$ cat src/rtl/morse_pkg.sv
// -----------------------------------------------------------------------------
// morse_pkg
// Shared definitions for the Morse letter sequencer:
//   - state_t    : sequencer state encoding
//   - UNIT_*     : unit-counter reload values (in Morse units)
//   - LETTER_MAX : highest valid letter code (Z)
//   - pattern_t  : letter pattern record, 3-bit length + 4-bit dash mask
//                  (mask bit i: 1 = dash, 0 = dot; element 0 is sent first)
// -----------------------------------------------------------------------------
package morse_pkg;

    typedef enum logic [2:0] {
        ST_IDLE = 3'd0,
        ST_LOAD = 3'd1,
        ST_ARM  = 3'd2,
        ST_ON   = 3'd3,
        ST_GAP  = 3'd4,
        ST_CGAP = 3'd5,
        ST_FIN  = 3'd6
    } state_t;

    localparam logic [1:0] UNIT_DOT  = 2'd1;
    localparam logic [1:0] UNIT_DASH = 2'd3;
    localparam logic [1:0] UNIT_CGAP = 2'd3;

    localparam logic [4:0] LETTER_MAX = 5'd25;

    typedef struct packed {
        logic [2:0] len;
        logic [3:0] mask;
    } pattern_t;

    // Units an element stays on: 1 for a dot, 3 for a dash.
    function automatic logic [1:0] element_units(input logic is_dash);
        return is_dash ? UNIT_DASH : UNIT_DOT;
    endfunction

endpackage

$ cat src/rtl/morse_lut.sv
// -----------------------------------------------------------------------------
// morse_lut
// Combinational letter -> Morse pattern table for A..Z.
// Ports:
//   letter  in  5  letter code, 0 = A ... 25 = Z, 26..31 invalid
//   pattern out    {len, mask}; mask bit i = element i (1 = dash)
//   valid   out 1  letter is within A..Z
// -----------------------------------------------------------------------------
module morse_lut
    import morse_pkg::*;
(
    input  logic [4:0] letter,
    output pattern_t   pattern,
    output logic       valid
);

    always_comb begin
        // NOTE: every output gets a default before the case so that codes
        // missing from the table cannot leave a path that infers a latch.
        pattern = '0;
        valid   = (letter <= LETTER_MAX);
        case (letter)
            5'd0:  pattern = '{len: 3'd2, mask: 4'b0010}; // A .-
            5'd1:  pattern = '{len: 3'd4, mask: 4'b0001}; // B -...
            5'd2:  pattern = '{len: 3'd4, mask: 4'b0101}; // C -.-.
            5'd3:  pattern = '{len: 3'd3, mask: 4'b0001}; // D -..
            5'd4:  pattern = '{len: 3'd1, mask: 4'b0000}; // E .
            5'd5:  pattern = '{len: 3'd4, mask: 4'b0100}; // F ..-.
            5'd6:  pattern = '{len: 3'd3, mask: 4'b0011}; // G --.
            5'd7:  pattern = '{len: 3'd4, mask: 4'b0000}; // H ....
            5'd8:  pattern = '{len: 3'd2, mask: 4'b0000}; // I ..
            5'd9:  pattern = '{len: 3'd4, mask: 4'b1110}; // J .---
            5'd10: pattern = '{len: 3'd3, mask: 4'b0101}; // K -.-
            5'd11: pattern = '{len: 3'd4, mask: 4'b0010}; // L .-..
            5'd12: pattern = '{len: 3'd2, mask: 4'b0011}; // M --
            5'd13: pattern = '{len: 3'd2, mask: 4'b0001}; // N -.
            5'd14: pattern = '{len: 3'd3, mask: 4'b0111}; // O ---
            5'd15: pattern = '{len: 3'd4, mask: 4'b0110}; // P .--.
            5'd16: pattern = '{len: 3'd4, mask: 4'b1011}; // Q --.-
            5'd17: pattern = '{len: 3'd3, mask: 4'b0010}; // R .-.
            5'd18: pattern = '{len: 3'd3, mask: 4'b0000}; // S ...
            5'd19: pattern = '{len: 3'd1, mask: 4'b0001}; // T -
            5'd20: pattern = '{len: 3'd3, mask: 4'b0100}; // U ..-
            5'd21: pattern = '{len: 3'd4, mask: 4'b1000}; // V ...-
            5'd22: pattern = '{len: 3'd3, mask: 4'b0110}; // W .--
            5'd23: pattern = '{len: 3'd4, mask: 4'b1001}; // X -..-
            5'd24: pattern = '{len: 3'd4, mask: 4'b1101}; // Y -.--
            5'd25: pattern = '{len: 3'd4, mask: 4'b0011}; // Z --..
            default: pattern = '0;
        endcase
    end

endmodule

$ cat src/rtl/morse_sequencer.sv
// -----------------------------------------------------------------------------
// morse_sequencer
// Sends one Morse letter on morse_out, timing each unit with ticks from an
// external unit-tick rate divider that it clears and enables.
// Ports:
//   clock_in     in   1          system clock, rising edge
//   clear        in   1          synchronous active-high reset
//   start        in   1          send request, sampled only in IDLE
//   letter       in   5          0 = A ... 25 = Z; 26..31 raise err
//   tick_in      in   1          one-cycle unit tick from the divider
//   div_clear_b  out  1          active-low synchronous clear to the divider
//   div_enable   out  1          divider count enable
//   div_load     out  DIV_WIDTH  divider reload value (UNIT_CYCLES)
//   morse_out    out  1          Morse line, 1 = tone on
//   busy         out  1          sequencer not idle
//   done         out  1          one-cycle pulse at end of character
//   err          out  1          one-cycle pulse for start with invalid letter
// -----------------------------------------------------------------------------
module morse_sequencer
    import morse_pkg::*;
#(
    parameter int DIV_WIDTH   = 26,
    parameter int UNIT_CYCLES = 25000000
) (
    input  logic                 clock_in,
    input  logic                 clear,
    input  logic                 start,
    input  logic [4:0]           letter,
    input  logic                 tick_in,
    output logic                 div_clear_b,
    output logic                 div_enable,
    output logic [DIV_WIDTH-1:0] div_load,
    output logic                 morse_out,
    output logic                 busy,
    output logic                 done,
    output logic                 err
);

    state_t     state;
    pattern_t   pattern;
    logic [1:0] elem_idx;
    logic [1:0] unit_cnt;

    pattern_t   lut_pattern;
    logic       lut_valid;

    logic [1:0] last_idx;
    logic [1:0] next_idx;

    assign div_load = DIV_WIDTH'(UNIT_CYCLES);

    // Length 1..4 maps onto index 0..3 through its two low bits (4 -> 0 - 1 = 3).
    assign last_idx = pattern.len[1:0] - 2'd1;
    assign next_idx = elem_idx + 2'd1;

    morse_lut u_lut (
        .letter  (letter),
        .pattern (lut_pattern),
        .valid   (lut_valid)
    );

    // Outputs are registered decodes of the current state, so each one
    // follows its state by one cycle; this is what places the first tone
    // three edges after the start is sampled.
    always_ff @(posedge clock_in) begin
        // NOTE: sequential state uses non-blocking assignments only, so every
        // register here samples the pre-edge values of the others.
        if (clear) begin
            state       <= ST_IDLE;
            elem_idx    <= 2'd0;
            unit_cnt    <= 2'd0;
            morse_out   <= 1'b0;
            busy        <= 1'b0;
            done        <= 1'b0;
            err         <= 1'b0;
            div_enable  <= 1'b0;
            div_clear_b <= 1'b1;
        end else begin
            morse_out   <= (state == ST_ON);
            busy        <= (state != ST_IDLE);
            done        <= (state == ST_FIN);
            div_enable  <= state inside {ST_ARM, ST_ON, ST_GAP, ST_CGAP};
            div_clear_b <= (state != ST_LOAD);
            err         <= 1'b0;

            case (state)
                ST_IDLE: begin
                    if (start) begin
                        if (lut_valid) begin
                            // NOTE: the pattern register is left out of reset;
                            // it is always written here before anything reads it.
                            pattern  <= lut_pattern;
                            elem_idx <= 2'd0;
                            state    <= ST_LOAD;
                        end else begin
                            err <= 1'b1;
                        end
                    end
                end

                ST_LOAD: state <= ST_ARM;

                // The divider was just cleared, so no tick can be pending here.
                ST_ARM: begin
                    unit_cnt <= element_units(pattern.mask[elem_idx]);
                    state    <= ST_ON;
                end

                ST_ON, ST_GAP, ST_CGAP: begin
                    if (tick_in) begin
                        if (unit_cnt == 2'd1) begin
                            // Reloaded on the final unit, so the counter never wraps.
                            case (state)
                                ST_ON: begin
                                    if (elem_idx == last_idx) begin
                                        unit_cnt <= UNIT_CGAP;
                                        state    <= ST_CGAP;
                                    end else begin
                                        unit_cnt <= UNIT_DOT;
                                        state    <= ST_GAP;
                                    end
                                end
                                ST_GAP: begin
                                    elem_idx <= next_idx;
                                    unit_cnt <= element_units(pattern.mask[next_idx]);
                                    state    <= ST_ON;
                                end
                                default: state <= ST_FIN;
                            endcase
                        end else begin
                            unit_cnt <= unit_cnt - 2'd1;
                        end
                    end
                end

                ST_FIN: state <= ST_IDLE;

                default: state <= ST_IDLE;
            endcase
        end
    end

endmodule

$ cat config.mk
export PLATFORM = sky130hd
export DESIGN_NAME = morse_sequencer
export DESIGN_NICKNAME = d
export VERILOG_FILES = /design/src/rtl/morse_pkg.sv /design/src/rtl/morse_lut.sv /design/src/rtl/morse_sequencer.sv
export SDC_FILE = /design/constraint.sdc
export NUM_CORES = 1
export LEC_CHECK = 0
export ABC_AREA = 1
export ABC_CLOCK_PERIOD_IN_PS = 4700
export BUFFER_PORTS_ARGS = -buffer_cell sky130_fd_sc_hd__buf_2
export CORE_MARGIN = 4
export CORE_UTILIZATION = 40
export DETAILED_ROUTE_END_ITERATION = 10
export GPL_TIMING_DRIVEN = 0
export PLACE_DENSITY = 0.72
export SKIP_LAST_GASP = 1
export SLEW_MARGIN = 20
export SYNTH_ARGS = -nofsm -noshare
export SYNTH_HDL_FRONTEND = slang
export SYNTH_HIERARCHICAL = 1
export SYNTH_SLANG_ARGS = --single-unit
$ cat constraint.sdc
create_clock -name clock_in -period 4.7 [get_ports clock_in]
set_input_delay 0 -clock clock_in [delete_from_list [all_inputs] [get_ports clock_in]]
set_output_delay 0 -clock clock_in [all_outputs]
set_load 0.005 [all_outputs]
# Word-level counts from Yosys, hierarchy flattened
# Memory sizes are Yosys's and may differ from the RTL's. A register that Yosys moved wholly into a read port is not among the register bits.
# Cells that the tools add are included.
[totals]
mem_bits_rw = 0
rom_bits = 224
n_memories = 1
wordCells = 70
in_bits = 9
out_inout_bits = 32
reg_bits = 13
latch_bits = 0
[memory_table]
columns = ["memory", "words", "word_bits", "rd", "rd_ports_with_merged_regs", "wr", "line_no", "source"]
rows = [
  ["(name not given)", 32, 7, 1, 1, 0, "morse_lut.sv:22", "case (letter)"],
]
[op_classes]
eq_ne = 15
bitwise = 3
n_addsub = 3
n_shift = 0
reduce_logical = 11
magnitude_cmp = 3
muxes = 25
div = 0
multipliers = 0
[ops]
columns = ["op", "count"]
rows = [
  ["2-bit two-way mux", 10],
  ["3-bit two-way mux", 4],
  ["2-bit one-hot mux with 2 select lines", 3],
  ["3-bit one-hot mux with 4 select lines", 1],
  ["2-bit != test, second input constant", 5],
  ["3-bit == test, second input constant", 3],
  ["4-bit AND reduction", 2],
  ["3-bit by 2-bit == test with 1-bit output, second input constant", 2],
  ["2-bit by 3-bit < comparator with 1-bit output, second input constant", 2],
  ["3-bit one-hot mux with 2 select lines", 1],
  ["6-bit AND reduction", 1],
  ["3-bit OR reduction", 2],
  ["5-bit <= comparator, second input constant", 1],
  ["1-bit binary-select mux with 2-bit select", 2],
  ["1-bit two-way mux", 4],
  ["4-bit != test, second input constant", 1],
  ["2-bit nonzero test", 2],
  ["4-bit nonzero test", 1],
  ["2-bit by 1-bit subtractor with 2-bit output, second input constant", 2],
  ["3-bit by 1-bit == test with 1-bit output, second input constant", 1],
  ["3-bit zero test", 1],
  ["3-bit by 1-bit != test with 1-bit output, second input constant", 1],
  ["1-bit inverter", 3],
  ["3-bit AND reduction", 1],
  ["other kinds (4)", 4],
]

# Longest topological paths before layout
[logic_depth]
ltp_word = 8
depth_mapped = 10
depth_no_buf = 10

# Modules after synthesis
# Netlist, hierarchy kept.
[by_module_without_submodules]
columns = ["module", "seq_area_each_um2", "cells_per_inst", "n_inst", "area_per_inst_um2"]
rows = [
  ["morse_sequencer", 440.4, 151, 1, 1159.9],
  ["morse_lut", 0.0, 89, 1, 442.9],
]

# Worst setup path after synthesis
# No wires, ideal clock.
[synth_path]
kind = "reg2reg"
from = "register state[0]"
to = "register pattern[0] in the netlist's numbering, enable pin"
required_time_ps = 4323
path_buffers = 1
arrival_ps = 1336
setup_slack_ps = 2987
path_stages_with_launch = 7
cell_sequence = "dfxtp_1 -> buf_4 -> nor2_4 -> inv_1 -> nor2_1 -> nand2_1 -> nor3_1"
[synth_via]
elab_chain_cells = 2
[synth_lines]
columns = ["item", "line_no", "source"]
rows = [
  ["start: declaration", "morse_sequencer.sv:39", "state_t state;"],
  ["start signal: assignment", "morse_sequencer.sv:69", "state <= ST_IDLE;"],
  ["start signal: assignment", "morse_sequencer.sv:94", "state <= ST_LOAD;"],
  ["start signal: assignment", "morse_sequencer.sv:101", "ST_LOAD: state <= ST_ARM;"],
  ["3-bit zero test", "morse_sequencer.sv:86", "case (state)"],
  ["4-bit AND reduction (no source line)", "-", ""],
  ["end signal: assignment", "morse_sequencer.sv:92", "pattern <= lut_pattern;"],
  ["end: declaration", "morse_sequencer.sv:40", "pattern_t pattern;"],
]
# No other way between the ends.
# A chain may end at the register's enable or synchronous reset.

# Worst setup path after layout
[layout_path]
from = "register state[0]"
to = "register pattern[2] in the netlist's numbering, enable pin"
# The elaborated chain is that of the path after synthesis.

==> flow_summary_export.csv <==
group,metric,value,unit
placement,place_area,1780,um^2
grt,grt_pass1_vias,1251,
finish,final_cell_mix,"64 x nand2_1, 29 x buf_4, 27 x nor2_1",
run,max-cap-violations,0,
timing,period_share,40.8,%
cts,clock_latency,0.26,ns
grt,grt_util_all_layers,12.1,%
finish,final_nets,293,
pwr,p_sw,273,uW
route,viasPerCell,4.35,
synth,synth_warnings,6,
pwr,switching_share,41.1,%
route,drc_errors,0,
finish,syn_to_final_growth,16.9,%
setup_path,r2r_setup_slack,2.78,ns
floorplan,coreArea,3740,um^2
setup_path,end_kind,"register",
cts,cts.htree.levels,1,
cts,clk_path_buf_depth,2,
route,detailroute.via_count,1401,
timing,fmax,522,MHz
floorplan,die_h,70.7,um
floorplan,start_util,42.0,%
setup_path,crit_type,"register to register",
setup_path,rr_worst_depth,6,
cts,post_cts_buffers,0,
placement,dpl.hpwl,2310,um
synth,syn_inst,233,
cts,ctsHoldBuffers,1,
setup_path,startpoint_type,"register",
timing,hold_viol,0,
status,outcome,"finished, final reports clean",
pwr,p_int,391,uW
pwr,cellLeakagePower,1.01,nW
timing,finClkSkew,0.00498,ns
route,first_pass_iters,4,
floorplan,die-area,5000,um^2
finish,final_area,1840,um^2
grt,gr-total-overflow,0,
timing,finalSetupViolCount,0,
finish,diodes,0,
setup_path,required,4.59,ns
setup_path,worstPathArrival,1.81,ns
finish,fillers,395,
synth,syn_area_per_cell,6.75,um^2
hold_path,hp-class,"input port to register",
grt,grt_pass1_wl,5110,um
placement,routabilityCongestion,0.888,
cts,cts_root_buffer,"clkbuf_8",
cts,cts_buffers,3,
setup_path,worstPathMaxFanout,9,
setup_path,timing.rr.end,"pattern[2]",
finish,drive_above_1_share,22.3,%
timing,max_slew_margin,48.7,%
floorplan,io_pins,41,
grt,antenna_found_initial,0,
pwr,power_frac_seq,35.6,%
route,routed_wirelength,2870,um
route,drtIter0Drc,84,
pwr,ir_drop,0.128,mV
timing,finalCriticalPeriod,1.92,ns
synth,synth_area,1570,um^2
pwr,clockPowerShare,17.0,%
setup_path,crit_end,"pattern[2]",
timing,tightest_slew,0.764,ns
route,antenna_left,0,
placement,portBuffers,12,
setup_path,worstReg2RegStart,"state[0]",
grt,grt_max_degree,12,
floorplan,num_rows,22,
timing,setup_tns,0,ns
timing,timing_max_transition_violations_final,0,
cts,clock-sinks,19,
finish,final_common_cell,"nand2_1",
pwr,powerDensity,361,nW/um^2
pwr,combPwrFrac,47.5,%
cts,cts.reportedPaths.clkPinSlew,0.07,ns
timing,rsz0062_at_grt,"false",
route,post_drt_wl_per_cell,8.90,um
cts,ctsResizeCount,0,
floorplan,die_w,70.7,um
cts,cts_tree,"yes",
setup_path,startpoint,"state[0]",
-- sequential cells by signal, summed over array words and instances (netlist names) --
register,count
elem_idx,2
pattern,6
busy,1
div_enable,1
unit_cnt,2
div_clear_b,1
done,1
err,1
state,3
morse_out,1
-- area by class of cell --
type	instances	area, um^2	share of cell area (%)
buffer	32	231	12.6
clock buffer	3	41.3	2.24
clock inverter	1	5.00	0.272
inverter	24	90.1	4.90
multi-input combinational	182	901	49.0
sequential	19	440	23.9
tap	48	60.1	3.27
timing repair buffer	13	70.1	3.81
-- power groups by stage --
stage	combinational (mW)	clock (mW)	sequential (mW)
final	0.315	0.113	0.236
after global routing	0.373	0.125	0.241
after CTS	0.316	0.117	0.236
after detailed placement	0.313	0	0.240
after global placement	0.309	0	0.239
after floorplan	0.254	0	0.238
-- routing by layer --
| metal | vias to the layer above | wire length, um | GRT usage (%) |
|---|---|---|---|
| met5 | - | 0 | 0 |
| met4 | 0 | 65 | 5.01 |
| met3 | 7 | 124 | 2.27 |
| met2 | 31 | 1390 | 20.3 |
| met1 | 593 | 1290 | 15.2 |
| li1 | 770 | - | - |
-- worst max-delay path, stage by stage, from the launching register on --
cell     delay (ns)
dfxtp_1        0.30
buf_4          0.17
nor2_4         0.15
inv_1          0.05
nor2_1         0.20
nand2_1        0.07
nor3_1         0.59
-- through the flow --
stage	hold WS, ns	std cells	util (%)	worst slack (ns)	power, mW
3_5_place_dp	0.275	317	47.6	2.77	0.553
5_1_grt	0.129	322	49.1	2.53	0.739
3_3_place_gp	0.276	317	47.6	2.82	0.548
2_1_floorplan	0.138	257	-	2.99	0.492
4_1_cts	0.0975	322	49.1	2.76	0.669
6_report	0.108	322	49.1	2.78	0.664
-- how the worst min path moves through the flow --
stage	start	to	slack, ns	depth (start not counted)
after floorplan	start	err	0.14	2
after global placement	start	err	0.28	3
after detailed placement	start	err	0.27	3
after CTS	letter[4]	pattern[1]	0.1	3
after global routing	letter[4]	pattern[1]	0.13	3
final	clear	div_enable	0.11	2
No activity file was read; power rests on OpenSTA's default activity.
